## src/rtl/deserializer.sv

```systemverilog
// Bit-destuffing serial-to-parallel receiver.
//
// Samples a one-bit serial line MSB-first on the rising edge of clk_i. With stuffing
// enabled it removes stuffed zeros, recognises 0x7E flags and abort runs (seven ones),
// and rebuilds bytes inside a frame. With stuffing disabled it is a plain 8-bit shift-in.
//
// Ports:
//   clk_i            sample clock
//   rst_ni           asynchronous active-low reset
//   data_in_i        serial line, idle high
//   use_stuffing_i   1 = destuff/flag/abort processing, 0 = raw shift-in
//   data_out_o       last assembled byte, first-received bit in [7]
//   strobe_o         one-cycle pulse, data_out_o valid
//   flag_o           one-cycle pulse per recognised flag
//   frame_end_o      one-cycle pulse on a byte-aligned closing flag after at least one byte
//   frame_error_o    one-cycle pulse on a flag that arrives mid-byte while in a frame
//   abort_o          one-cycle pulse when the run of ones reaches StuffRun+2
module deserializer #(
  parameter int unsigned StuffRun = 5
) (
  input  logic       clk_i,
  input  logic       rst_ni,
  input  logic       data_in_i,
  input  logic       use_stuffing_i,
  output logic [7:0] data_out_o,
  output logic       strobe_o,
  output logic       flag_o,
  output logic       frame_end_o,
  output logic       frame_error_o,
  output logic       abort_o
);

  localparam logic [2:0] OnesStuff = 3'(StuffRun);
  localparam logic [2:0] OnesFlag  = 3'(StuffRun + 1);
  localparam logic [2:0] OnesSat   = 3'd7;

  logic [2:0] ones_q, ones_d;
  logic [2:0] cnt_q, cnt_d;
  logic [7:0] sh_q, sh_d;
  logic       in_frame_q, in_frame_d;
  logic       byte_seen_q, byte_seen_d;
  logic       mode_q, mode_d;
  logic [7:0] data_q, data_d;
  logic       strobe_q, strobe_d;
  logic       flag_q, flag_d;
  logic       frame_end_q, frame_end_d;
  logic       frame_error_q, frame_error_d;
  logic       abort_q, abort_d;

  always_comb begin
    ones_d        = ones_q;
    cnt_d         = cnt_q;
    sh_d          = sh_q;
    in_frame_d    = in_frame_q;
    byte_seen_d   = byte_seen_q;
    mode_d        = use_stuffing_i;
    data_d        = data_q;
    strobe_d      = 1'b0;
    flag_d        = 1'b0;
    frame_end_d   = 1'b0;
    frame_error_d = 1'b0;
    abort_d       = 1'b0;

    if (use_stuffing_i != mode_q) begin
      // Mode switch: restart alignment and drop the bit sampled on this edge.
      ones_d      = 3'd0;
      cnt_d       = 3'd0;
      in_frame_d  = 1'b0;
      byte_seen_d = 1'b0;
    end else if (!use_stuffing_i) begin
      sh_d  = {sh_q[6:0], data_in_i};
      cnt_d = cnt_q + 3'd1;
      if (cnt_q == 3'd7) begin
        data_d   = {sh_q[6:0], data_in_i};
        strobe_d = 1'b1;
      end
    end else if (data_in_i && (ones_q == OnesFlag)) begin
      ones_d      = OnesSat;
      abort_d     = 1'b1;
      in_frame_d  = 1'b0;
      cnt_d       = 3'd0;
      byte_seen_d = 1'b0;
    end else if (!data_in_i && (ones_q == OnesFlag)) begin
      flag_d = 1'b1;
      if (in_frame_q && (cnt_q == 3'd7) && byte_seen_q) frame_end_d = 1'b1;
      if (in_frame_q && (cnt_q != 3'd7)) frame_error_d = 1'b1;
      in_frame_d  = 1'b1;
      cnt_d       = 3'd0;
      byte_seen_d = 1'b0;
      ones_d      = 3'd0;
    end else if (!data_in_i && (ones_q == OnesStuff)) begin
      ones_d = 3'd0;
    end else begin
      // Ordinary data bit; a zero ending an abort/idle run (ones == 7) lands here too.
      sh_d  = {sh_q[6:0], data_in_i};
      cnt_d = cnt_q + 3'd1;
      if (data_in_i) begin
        ones_d = (ones_q == OnesSat) ? OnesSat : ones_q + 3'd1;
      end else begin
        ones_d = 3'd0;
      end
      if ((cnt_q == 3'd7) && in_frame_q) begin
        data_d      = {sh_q[6:0], data_in_i};
        strobe_d    = 1'b1;
        byte_seen_d = 1'b1;
      end
    end
  end

  always_ff @(posedge clk_i or negedge rst_ni) begin
    if (!rst_ni) begin
      ones_q        <= 3'd0;
      cnt_q         <= 3'd0;
      sh_q          <= 8'h00;
      in_frame_q    <= 1'b0;
      byte_seen_q   <= 1'b0;
      mode_q        <= 1'b1;
      data_q        <= 8'h00;
      strobe_q      <= 1'b0;
      flag_q        <= 1'b0;
      frame_end_q   <= 1'b0;
      frame_error_q <= 1'b0;
      abort_q       <= 1'b0;
    end else begin
      ones_q        <= ones_d;
      cnt_q         <= cnt_d;
      sh_q          <= sh_d;
      in_frame_q    <= in_frame_d;
      byte_seen_q   <= byte_seen_d;
      mode_q        <= mode_d;
      data_q        <= data_d;
      strobe_q      <= strobe_d;
      flag_q        <= flag_d;
      frame_end_q   <= frame_end_d;
      frame_error_q <= frame_error_d;
      abort_q       <= abort_d;
    end
  end

  assign data_out_o    = data_q;
  assign strobe_o      = strobe_q;
  assign flag_o        = flag_q;
  assign frame_end_o   = frame_end_q;
  assign frame_error_o = frame_error_q;
  assign abort_o       = abort_q;

endmodule

```

## config.mk

```make
export PLATFORM = sky130hd
export DESIGN_NAME = deserializer
export DESIGN_NICKNAME = d
export VERILOG_FILES = /design/src/rtl/deserializer.sv
export SDC_FILE = /design/constraint.sdc
export NUM_CORES = 1
export LEC_CHECK = 0
export ABC_AREA = 1
export BUFFER_PORTS_ARGS = -buffer_cell sky130_fd_sc_hd__buf_4
export CAP_MARGIN = 20
export CORE_MARGIN = 2
export CORE_UTILIZATION = 50
export CTS_BUF_LIST = sky130_fd_sc_hd__clkbuf_8
export DETAILED_ROUTE_END_ITERATION = 8
export PLACE_DENSITY_LB_ADDON = 0.3
export SYNTH_ARGS = -nofsm -noshare
export SYNTH_HDL_FRONTEND = slang
export SYNTH_SLANG_ARGS = --single-unit
```

## constraint.sdc

```tcl
create_clock -name clk_i -period 1.8 [get_ports clk_i]
set_input_delay 0.27 -clock clk_i [delete_from_list [all_inputs] [get_ports clk_i]]
set_output_delay 0.27 -clock clk_i [all_outputs]
set_load 0.02 [all_outputs]
```

# After elaboration in Yosys (flattened, before gate mapping)
# Cells that the tools add are included.
# classes
n_eq_ne	12
add_sub_neg	2
mux	56
reduce_logical	15
n_bitwise	1
# op_table
cell	n
2-to-1 mux 8 bit	6
2-to-1 mux 3 bit	12
2-to-1 mux 1 bit	34
2-to-1 mux 7 bit	4
equality test 3 bit (second input constant)	4
adder 3 x 1 -> 3 bit (second input constant)	2
logical AND 1 bit	6
inequality test 2 bit (second input constant)	3
AND reduction 6 bit	1
inequality test 5 bit (second input constant)	1
inequality test 4 bit (second input constant)	1
AND reduction 4 bit	1
nonzero test 2 bit	2
nonzero test 4 bit	1
inequality test 3 bit (second input constant)	1
AND reduction 3 bit	1
nonzero test 3 bit	1
inequality test 2 x 1 -> 1 bit (second input constant)	1
AND reduction 2 bit	1
zero test 1 bit	1
inequality test 1 bit	1
NOT 1 bit	1
# word_totals
wordCells	98
input_bits	4
output_inout_bits	13
reg_bits	29

# Depth between registers and ports, before layout
# logic_depth
word_depth	8
mapped_depth	8
depth_no_buf	8

# Worst setup path after synthesis
# OpenSTA, ideal clock, no wires.
# synth_path
path_type	register to register
startpoint	register mode_q
endpoint	register data_q[0], in the netlist data_out_o[0]
path_stages_with_launch	9
path_buffers	0
setup_slack_ps	311
setup_ps	118
t_arrival_ps	1372
required_ps	1682
period_less_slack_ps	1489
path_cell_list	dfstp_2 -> inv_1 -> ha_1 -> inv_1 -> nand2_1 -> inv_2 -> nand3_2 -> nand2_1 -> nand2_1
# synth_via
elab_chain_len	3
# synth_lines
element	line	text
start, declared	42	logic mode_q, mode_d;
start signal, assigned	130	mode_q <= mode_d;
inequality test 1 bit	64	if (use_stuffing_i != mode_q) begin
NOT 1 bit (no line)	-	
AND reduction 6 bit (no line)	-	
end signal, assigned	131	data_q <= data_d;
end, declared	43	logic [7:0] data_q, data_d;
# Every way passes these cells.
# A chain may end at the register's enable or synchronous reset.

# Worst setup path in the final report
# layout_path
startpoint	register mode_q
endpoint	register data_q[5], in the netlist data_out_o[5]
# The elaborated chain is that of the path after synthesis.

==> impl_results.md <==
- Hold Crit Class: in -> reg
- CTS H-tree lvls: 2
- CP Capture Type: register
- Final hold slack: 0.141 ns
- Die area: 0.00305 sq mm
- Port bufs: 16
- Setup bufs post-CTS: 0
- Number of core rows: 18
- Syn nets: 154
- Footprint of the multi-input gates: 507 sq um
- Initial Util: 0.529
- Yosys top cell area share: 0.535
- PwrDens: 998 mW/mm^2
- First DRT Iteration DRCs: 19
- DR WL/cell: 12.5 um
- Clk buf depth: 2
- Cells after Synth: 143
- Top-count cell post-synth: nand2_1
- Crit path cell chain: inv_1 > ha_1 > inv_2 > nand2_1 > inv_2 > buf_4 > nand4_1 > nand2_1
- Status: completed
- Largest net degree at the start of global routing: 30
- Root Driver: clkbuf_8
- DRC viols: 0
- Min Tclk post-route: 1.63 ns
- CORE AREA: 0.00248 sq mm
- CTS tree: done
- Startpoint Class: register
- Least-Margin Pin Slew: 0.433 ns
- Antenna violations before repair: 0
- ANT cells: 0
- P_leak: 0.884 nW
- CP max-delay cell: dfstp_2
- Post-Syn Area per Cell: 9.16 sq um
- Worst endpoint required time: 2.02 ns
- CTS Buf Count: 5
- CP top delay family: flip-flops
- Yosys warnings: 0
- Later-pin clock latency in the skew report: 0.28 ns
- Max Fanout on Critical Path: 9
- First-pass GRT wire length: 4170 um
- Critical Path AT: 1.84 ns
- Clock slew at reported path FFs: 0.06 ns
- ANT nets after route: 0
- Fmax achieved: 615 MHz
- DIE HEIGHT: 55.2 um
- Area added between synthesis and finish: 19.6%
- Final Cell Area: 0.00157 sq mm
- Max incr delay on CP: 0.53 ns
- Util after Layout: 0.632
- Final setup violation count: 0
- Top post-synthesis cells by area: dfrtp_1 (53%), nand2_1 (12%), ha_1 (6.7%), inv_1 (5.2%), nand3_1 (4.6%)
- WP buf/inv: 4
- Final hold violation count: 0
- Overflow after GRT: 0
- Vias in the first global route: 965
- Post-Syn Area: 0.00131 sq mm
- #FFs+latches synth: 29
- Fill cells: 207
- Layout net count: 177
- DP Area: 0.00146 sq mm
- Synth Flop Type: dfrtp_1
- Netlist cell types: 21
- Layout cells sized above 1: 0.187
- Top cells by count, synth: nand2_1 (42), dfrtp_1 (28), inv_1 (18)
- Total power draw: 1.56 mW
- Setup TNS: 0 ns
- Area leader, netlist: dfrtp_1
- Final WL: 2460 um
- Post-synth ARST share: 1.00
- Clk sink count: 29
- Unrepaired setup endpoints after global routing: no
- Crit share post-route: 0.903
- Max-Cap Viols: 0
- IO Count: 17
- Setup CP Type: reg -> reg
- Pre-antenna DRT Iters: 4
- Reg area: 727 sq um
- Slew HR: 0.711
- Skew final: 0.00432 ns
- Vias per inst: 5.13
- Worst VDD drop: 741 uV
- Die width: 55.2 um
- GRT Overall Usage: 0.197
- Final HPWL DP: 1780 um
- Post-synth EDFFs: 0
- Register area share after synthesis: 0.555
- GPL Wtd Cong: 0.826
- Via Count: 1005
- Max Slew Vio Count: 0
- R2R setup slack: 0.17 ns
==> routing by layer <==
layer	track usage	wire length, um	share of wire	vias up
met5	0	0	0	-
li1	-	-	-	511
met3	0.0645	152	0.062	6
met1	0.238	1110	0.45	461
met4	0.0732	34	0.014	0
met2	0.327	1160	0.47	27
==> cells in the final DEF (no fill, tap or decap) <==
cell type | netlist | final
nand2_1 | 42 | 42
dfrtp_1 | 28 | 28
inv_1 | 18 | 18
buf_4 | 1 | 17
nand3_1 | 12 | 12
nand4_1 | 9 | 9
ha_1 | 7 | 7
o21ai_0 | 6 | 6
clkbuf_8 | 0 | 6
nor2_1 | 4 | 4
a21oi_1 | 4 | 4
inv_2 | 1 | 2
nand3_2 | 2 | 1
or2_1 | 1 | 1
nor3_1 | 1 | 1
nand4_2 | 1 | 1
o21ai_2 | 1 | 1
nand3_4 | 0 | 1
nand2_2 | 1 | 1
a21o_1 | 1 | 1
or2_0 | 1 | 1
dlygate4sd3_1 | 0 | 1
dfstp_2 | 1 | 1
==> registers in the layout (all words and copies together) (netlist names) <==
name           flops
cnt_q              3
mode_q             1
strobe_o           1
frame_end_o        1
frame_error_o      1
flag_o             1
ones_q             3
data_out_o         8
in_frame_q         1
abort_o            1
sh_q               7
byte_seen_q        1
==> cells by family (layout without fill, tap and decap cells) <==
family          Yosys count  in the layout  synth area share
flops                    29             29             0.555
simple gates             74             74             0.264
compound gates           12             12            0.0506
buf+inv                  21             44            0.0640
fa+ha+maj                 7              7            0.0669
==> per-stage QoR <==
stage | instances | worst slack, ns
floorplan | 143 | 0.311
global placement | 188 | 0.189
detailed placement | 188 | 0.103
CTS | 196 | 0.0934
global route | 196 | 0.0438
finish | 196 | 0.175
==> report_power, final <==
| part | switching [mW] | leakage (nW) | total (mW) | internal [mW] |
|---|---|---|---|---|
| Sequential | 0.0586 | 0.386 | 0.794 | 0.735 |
| Clock | 0.228 | 0.0485 | 0.525 | 0.297 |
| Combinational | 0.148 | 0.449 | 0.245 | 0.0964 |
| Total | 0.435 | 0.884 | 1.56 | 1.13 |
==> layout make-up <==
cell class	instances	area share
clock buffer	6	0.0527
timing repair buffer	18	0.0879
clock inverter	1	0.00240
multi-input combinational	93	0.323
sequential	29	0.464
tap	30	0.0240
inverter	19	0.0455
==> what timing repair did <==
item	in CTS	in global routing
setup endpoints to repair	0	8
resized for setup	0	2
endpoints found under the hold margin	28	0
hold buffers	1	0
==> worst paths after layout <==
path,cells past startpoint,end,start
max,8,data_out_o[5]$_DFFE_PN0P_,mode_q$_DFF_PN1_
min,1,mode_q$_DFF_PN1_,use_stuffing_i
max reg2reg,8,data_out_o[5]$_DFFE_PN0P_,mode_q$_DFF_PN1_
min reg2reg,2,data_out_o[6]$_DFFE_PN0P_,data_out_o[6]$_DFFE_PN0P_
max in group asynchronous,2,mode_q$_DFF_PN1_,rst_ni
min in group asynchronous,2,flag_o$_DFF_PN0_,rst_ni
Power figures use the tool's default switching activity.
